$ cat src/rtl/sr_latch_seq_pkg.sv
// Shared types and helpers for the SR / gated-D latch sequencer.
// Optional build macro: SEQ_RETRY_EN (retry on mismatch, adds rsp_retries).
package sr_latch_seq_pkg;

    // Command opcodes as carried on cmd_op.
    typedef enum logic [1:0] {
        OP_HOLD  = 2'b00,
        OP_SET   = 2'b01,
        OP_RESET = 2'b10,
        OP_WRITE = 2'b11
    } op_e;

    // Response codes as carried on rsp_err.
    typedef enum logic [1:0] {
        ERR_OK       = 2'b00,
        ERR_MISMATCH = 2'b01,
        ERR_INVALID  = 2'b10
    } err_e;

    // Sequencer states, visited in this order; HOLD skips PULSE.
    typedef enum logic [2:0] {
        ST_IDLE   = 3'd0,
        ST_SETUP  = 3'd1,
        ST_PULSE  = 3'd2,
        ST_SETTLE = 3'd3,
        ST_CHECK  = 3'd4
    } state_e;

    // Value the latch should hold once the command has been applied.
    function automatic logic expected_q(input op_e op, input logic d, input logic shadow);
        logic exp;
        case (op)
            OP_SET:   exp = 1'b1;
            OP_RESET: exp = 1'b0;
            OP_WRITE: exp = d;
            default:  exp = shadow;
        endcase
        return exp;
    endfunction

    // An illegal Q==Qbar pair outranks a plain value mismatch.
    function automatic err_e classify(input logic q, input logic qbar,
                                      input logic exp, input logic check_en);
        err_e err;
        if (q == qbar) begin
            err = ERR_INVALID;
        end else if (check_en && (q != exp)) begin
            err = ERR_MISMATCH;
        end else begin
            err = ERR_OK;
        end
        return err;
    endfunction

endpackage

$ cat src/rtl/sr_latch_sequencer_sync2.sv
// Two-flop synchroniser for the asynchronous latch outputs.
module sync2 (
    input  logic clk,
    input  logic rst,
    input  logic din,
    output logic dout
);

    logic meta;

    // Shift the asynchronous input through two flops.
    // NOTE: non-blocking assignments make meta and dout sample together, so
    // the two flops form a real two-stage chain instead of collapsing into one.
    always_ff @(posedge clk) begin
        if (rst) begin
            meta <= 1'b0;
            dout <= 1'b0;
        end else begin
            meta <= din;
            dout <= meta;
        end
    end

endmodule

$ cat src/rtl/sr_latch_sequencer.sv
// Sequencer that drives an external NOR SR / gated-D latch cell, then checks
// the synchronised Q/Qbar against the expected value and returns a response.
// Set and reset are never driven together; enable never overlaps either.
// Optional build macro: SEQ_RETRY_EN -- on a mismatch the pulse is repeated up
// to MAX_RETRY times before responding, and rsp_retries reports the count.
module sr_latch_sequencer
    import sr_latch_seq_pkg::*;
#(
    parameter int PULSE_CYC  = 2,
    parameter int SETTLE_CYC = 3,
    parameter int CNT_W      = 4,
    parameter int MAX_RETRY  = 2
) (
    input  logic       clk,
    input  logic       rst,
    input  logic       cmd_valid,
    output logic       cmd_ready,
    input  logic [1:0] cmd_op,
    input  logic       cmd_d,
    output logic       latch_set,
    output logic       latch_reset,
    output logic       latch_enable,
    output logic       latch_d,
    input  logic       latch_q,
    input  logic       latch_qbar,
    output logic       rsp_valid,
    output logic       rsp_q,
    output logic [1:0] rsp_err,
`ifdef SEQ_RETRY_EN
    output logic [1:0] rsp_retries,
`endif
    output logic       busy
);

    // Reject parameter sets the counter or the synchroniser cannot honour.
    if (PULSE_CYC < 1 || PULSE_CYC > (1 << CNT_W) - 1) begin : g_bad_pulse
        $error("PULSE_CYC must lie in 1..2**CNT_W-1");
    end
    if (SETTLE_CYC < 2 || SETTLE_CYC > (1 << CNT_W) - 1) begin : g_bad_settle
        $error("SETTLE_CYC must lie in 2..2**CNT_W-1");
    end
    if (MAX_RETRY < 0 || MAX_RETRY > 3) begin : g_bad_retry
        $error("MAX_RETRY must fit the 2-bit retry count");
    end

    // Counter loads: a state lasting N cycles is entered with N-1.
    localparam logic [CNT_W-1:0] PULSE_LOAD  = CNT_W'(PULSE_CYC - 1);
    localparam logic [CNT_W-1:0] SETTLE_LOAD = CNT_W'(SETTLE_CYC - 1);
    localparam logic [CNT_W-1:0] CNT_ONE     = CNT_W'(1);

    state_e           state;
    state_e           state_next;
    logic [CNT_W-1:0] cnt;
    logic [CNT_W-1:0] cnt_next;

    op_e  op_r;
    logic d_r;
    logic shadow;
    logic shadow_valid;

    logic set_next;
    logic reset_next;
    logic enable_next;
    logic d_next;

    logic q_sync;
    logic qbar_sync;

    logic accept;
    logic respond;
    logic exp_q;
    logic check_en;
    err_e err_now;

`ifdef SEQ_RETRY_EN
    localparam logic [1:0] RETRY_LIMIT = 2'(MAX_RETRY);
    logic [1:0] retry_cnt;
    logic       retry;
`endif

    sync2 u_sync_q (
        .clk  (clk),
        .rst  (rst),
        .din  (latch_q),
        .dout (q_sync)
    );

    sync2 u_sync_qbar (
        .clk  (clk),
        .rst  (rst),
        .din  (latch_qbar),
        .dout (qbar_sync)
    );

    assign cmd_ready = (state == ST_IDLE);
    assign busy      = (state != ST_IDLE);

    // Handshake and result evaluation for the command in flight.
    always_comb begin
        accept   = cmd_valid && (state == ST_IDLE);
        exp_q    = expected_q(op_r, d_r, shadow);
        // A hold with no earlier write has nothing to compare against.
        check_en = (op_r != OP_HOLD) || shadow_valid;
        err_now  = classify(q_sync, qbar_sync, exp_q, check_en);
    end

    // Next-state and counter logic; each state entry reloads the counter.
    // NOTE: every output of this block gets a default first, so no path leaves
    // a variable unassigned and no latch is inferred.
    always_comb begin
        state_next = state;
        cnt_next   = cnt;
        respond    = 1'b0;
`ifdef SEQ_RETRY_EN
        retry      = 1'b0;
`endif
        case (state)
            ST_IDLE: begin
                if (accept) begin
                    state_next = ST_SETUP;
                    cnt_next   = '0;
                end
            end
            ST_SETUP: begin
                if (op_r == OP_HOLD) begin
                    state_next = ST_SETTLE;
                    cnt_next   = SETTLE_LOAD;
                end else begin
                    state_next = ST_PULSE;
                    cnt_next   = PULSE_LOAD;
                end
            end
            ST_PULSE: begin
                if (cnt == '0) begin
                    state_next = ST_SETTLE;
                    cnt_next   = SETTLE_LOAD;
                end else begin
                    cnt_next = cnt - CNT_ONE;
                end
            end
            ST_SETTLE: begin
                if (cnt == '0) begin
                    state_next = ST_CHECK;
                    cnt_next   = '0;
                end else begin
                    cnt_next = cnt - CNT_ONE;
                end
            end
            ST_CHECK: begin
`ifdef SEQ_RETRY_EN
                if ((err_now == ERR_MISMATCH) && (retry_cnt < RETRY_LIMIT)) begin
                    retry      = 1'b1;
                    state_next = ST_SETUP;
                    cnt_next   = '0;
                end else begin
                    respond    = 1'b1;
                    state_next = ST_IDLE;
                    cnt_next   = '0;
                end
`else
                respond    = 1'b1;
                state_next = ST_IDLE;
                cnt_next   = '0;
`endif
            end
            default: begin
                state_next = ST_IDLE;
                cnt_next   = '0;
            end
        endcase
    end

    // Latch drives decoded from the next state so they leave glitch-free flops.
    // Only PULSE raises a drive, and only the one matching the registered op.
    always_comb begin
        set_next    = 1'b0;
        reset_next  = 1'b0;
        enable_next = 1'b0;
        d_next      = latch_d;
        case (state_next)
            ST_SETUP: begin
                // On the accept edge op/d are still being registered.
                d_next = (state == ST_IDLE) ? cmd_d : d_r;
            end
            ST_PULSE: begin
                set_next    = (op_r == OP_SET);
                reset_next  = (op_r == OP_RESET);
                enable_next = (op_r == OP_WRITE);
            end
            default: begin
            end
        endcase
    end

    // State, counter, drives, command capture, response and shadow registers.
    always_ff @(posedge clk) begin
        if (rst) begin
            state        <= ST_IDLE;
            cnt          <= '0;
            latch_set    <= 1'b0;
            latch_reset  <= 1'b0;
            latch_enable <= 1'b0;
            latch_d      <= 1'b0;
            op_r         <= OP_HOLD;
            d_r          <= 1'b0;
            rsp_valid    <= 1'b0;
            rsp_q        <= 1'b0;
            rsp_err      <= ERR_OK;
            shadow       <= 1'b0;
            shadow_valid <= 1'b0;
        end else begin
            state        <= state_next;
            cnt          <= cnt_next;
            latch_set    <= set_next;
            latch_reset  <= reset_next;
            latch_enable <= enable_next;
            latch_d      <= d_next;
            rsp_valid    <= respond;
            if (accept) begin
                op_r <= op_e'(cmd_op);
                d_r  <= cmd_d;
            end
            if (respond) begin
                rsp_q   <= q_sync;
                rsp_err <= err_now;
                // The shadow tracks what was commanded, even if the cell failed.
                if (op_r != OP_HOLD) begin
                    shadow       <= exp_q;
                    shadow_valid <= 1'b1;
                end
            end
        end
    end

`ifdef SEQ_RETRY_EN
    // Count retries of the current command and report them with the response.
    always_ff @(posedge clk) begin
        if (rst) begin
            retry_cnt   <= 2'd0;
            rsp_retries <= 2'd0;
        end else begin
            if (accept) begin
                retry_cnt <= 2'd0;
            end else if (retry) begin
                retry_cnt <= retry_cnt + 2'd1;
            end
            if (respond) begin
                rsp_retries <= retry_cnt;
            end
        end
    end
`endif

endmodule

$ cat config.mk
export PLATFORM = sky130hd
export DESIGN_NAME = sr_latch_sequencer
export DESIGN_NICKNAME = d
export VERILOG_FILES = /design/src/rtl/sr_latch_seq_pkg.sv /design/src/rtl/sr_latch_sequencer_sync2.sv /design/src/rtl/sr_latch_sequencer.sv
export SDC_FILE = /design/constraint.sdc
export NUM_CORES = 1
export LEC_CHECK = 0
export CAP_MARGIN = 20
export CORE_MARGIN = 2
export CORE_UTILIZATION = 50
export DETAILED_ROUTE_END_ITERATION = 16
export GPL_TIMING_DRIVEN = 0
export PLACE_DENSITY_LB_ADDON = 0.25
export RECOVER_POWER = 25
export SETUP_SLACK_MARGIN = 0.02
export SKIP_CTS_REPAIR_TIMING = 1
export SLEW_MARGIN = 20
export SYNTH_ARGS = -nofsm -noshare
export SYNTH_HDL_FRONTEND = slang
export SYNTH_SLANG_ARGS = --single-unit
$ cat constraint.sdc
create_clock -name clk -period 2.84 [get_ports clk]
set_clock_uncertainty 0.15 [all_clocks]
set_input_delay 0.568 -clock clk [delete_from_list [all_inputs] [get_ports clk]]
set_output_delay 0.568 -clock clk [all_outputs]
set_load 0.02 [all_outputs]
==> metrics <==
critical path endpoint category=output pin; slew margin rel.=between 70% and 80%; post-synth cell types=34; CTS tree=yes; nets@finish=around 140; status=completed; # DRC=0; Final Wtd Congestion=approximately 0.85; antenna violations before repair=0; Period minus WS final=between 2000 and 3000 ps; worst-margin pin slew=roughly 430 ps; Die H=roughly 48 µm; Hold Crit Class=reg2reg; die area=roughly 0.0023 mm²; Clock Latency Late Sink=310 ps; area leader, netlist=dfxtp_1; Lkg Pwr=between 0.0004 and 0.0005 µW; top-area cell type share of the netlist area=about half; Num CTS Buffers=3; Final setup viols=0; Bufs and invs on worst path=1; Area after DPL=~0.0012 mm²; num rows=15; CTS max path bufs=2; Initial DRT Pass Iterations=4; clk sinks=24; Mapped Area=~970 µm²; Crit Path Category=reg2out; most frequent cells in the layout=dfxtp_1 (24), clkdlybuf4s50_1 (15), nor2_1 (13); Int Power=~550 µW; Antenna Cells=0; All-Layer GR Usage=19.3%; syn_nets=116; CP Max Fanout=7; clock root cell=clkbuf_4; Overall Power=about 820 µW; area grow syn2layout=22.6%; Seq/Total Area, Yosys=a little under 50%; count of boundary I/O pins=18; FF+latch count, synth=24; Multi-input gate area=approximately 450 µm²; Vias=844; final setup margin=320 ps; Pwr Density=between 600 and 700 mW/mm²; Net Sw Frac=32.3%; PortBufs=16; DIE WIDTH=between 40 and 50 µm; effective utilization at floorplan=~55%; delay-heaviest family, CP=buffers and inverters; RSZ-0062 raised after global routing=no; Tcrit/Tclk final=around nine tenths; DP HPWL=between 1000 and 1500 µm; pin count of the biggest net entering global routing=14; vias in the first global route=between 700 and 800; Critical Path Source Type=flip-flop; core box area=about 0.0018 mm²; Slew Viols, Final=0; slowest cell on the critical path=clkdlybuf4s50_1; clock slew at reported path FFs=120 ps; syn_area_per_cell=9.02 µm²; Clock power frac=roughly a fifth; CP Cell Sequence=nor3_2 -> clkdlybuf4s50_1; Gate Count Post-Synth=approximately 110; sequential share of power=between 40% and 50%; ANT nets after route=0; number of fillers in the final layout=approximately 150; final WL=about 1900 µm; synth top area cells=dfxtp_1 (49%), nor2b_1 (5.1%), nor2_1 (5.0%); Net Sw Power=roughly 260 µW; Fin Setup TNS=0 ps; CP arrival=~1800 ps; 1st-iter DRT viols=14; most common cell after layout, fill and taps aside=dfxtp_1; Final Util=67.0%; Hold Vio Cnt, Final=0; global route overflow=0; DR WL/cell=approximately 13 µm; Worst EP required=approximately 2100 ps; Gate power share=~30%; layout cell share with drive strength beyond 1=10.2%; Setup WS pre-CTS=approximately 670 ps; H-tree levels=1; CP max stage delay=680 ps; Design Area, Final=around 0.0012 mm²; total of max-cap violations=0; synth warn=0; Sequential Area=slightly below 500 µm²; first-pass GRT wire length=just over 3000 µm; peak supply drop=0.384 mV; DR vias/cell=between 5 and 6; Fmax=0.397 GHz
==> logic make-up after synthesis <==
family                 Yosys count  share of synthesized area (%)
AO/OA/AOI/OAI                   22                           16.3
XOR/XNOR                         2                           1.80
buffers and inverters            8                           3.34
flip-flops                      24                           49.3
multiplexers                     2                           2.05
AND/OR/NAND/NOR                 50                           27.2
==> layer usage <==
metal / routed length [µm] / vias to the layer above / global-route usage, %
li1: - / 415 / -
met1: 894 / 401 / 26.7
met2: 916 / 24 / 29.5
met3: 78 / 4 / 2.22
met4: 31 / 0 / 9.73
met5: 0 / - / 0
==> synth_stat cells <==
library cell / number
dfxtp_1: 24
nor2_1: 13
nand2_1: 11
nor2b_1: 8
a21oi_1: 7
nand3_1: 4
clkbuf_1: 3
nor3_1: 3
a211oi_1: 2
a32oi_1: 2
buf_2: 2
inv_1: 2
mux2i_1: 2
o21ai_0: 2
o31ai_1: 2
or2_2: 2
xnor2_1: 2
a22oi_1: 1
and2_1: 1
and3_1: 1
inv_2: 1
nand2b_1: 1
nand3b_1: 1
nor3_2: 1
nor3b_1: 1
nor3b_2: 1
nor4_2: 1
o21ai_1: 1
o22a_1: 1
o31a_1: 1
o32a_2: 1
o41ai_1: 1
o41ai_2: 1
or3b_1: 1
==> metrics by stage <==
stage / cells / hold slack, ps
CTS: 153 / 308
detailed placement: 149 / 279
global placement: 149 / 269
global route: 153 / 315
finish: 153 / 303
floorplan: 108 / 264
==> power groups by stage <==
stage	Combinational, µW	Clock (µW)	Sequential, µW
6_report	242	173	402
5_1_grt	265	193	407
4_1_cts	243	180	401
3_5_place_dp	235	0	409
3_3_place_gp	231	0	406
2_1_floorplan	167	0	404
==> final timing paths <==
check	depth (start not counted)	slack (ps)	to	start
max	2	320	cmd_ready	state[1]$_SDFF_PP0_
min	1	300	u_sync_qbar.dout$_SDFF_PP0_	u_sync_qbar.meta$_SDFF_PP0_
max reg2reg	3	1310	rsp_err[0]$_SDFFE_PP0P_	state[2]$_SDFF_PP0_
min reg2reg	1	300	u_sync_qbar.dout$_SDFF_PP0_	u_sync_qbar.meta$_SDFF_PP0_
==> state kept, by name (all words and copies together), names as in the netlist, 2 cells and up <==
name and cells:
state 3, op_r 2, cnt 4, rsp_err 2
==> worst reg2reg max path, cell delays in order (launching register included) <==
cell	delay (ps)
dfxtp_1	450
or3b_1	370
buf_2	170
o41ai_1	300
==> cell type report <==
cell class,count,share of cell area (%)
Buffer,5,1.78
Clock buffer,4,3.04
Inverter,3,0.942
Multi-Input combinational cell,76,38.0
Sequential cell,24,40.2
Tap cell,25,2.62
Timing Repair Buffer,16,13.4
No activity file was read; power rests on OpenSTA's default activity.
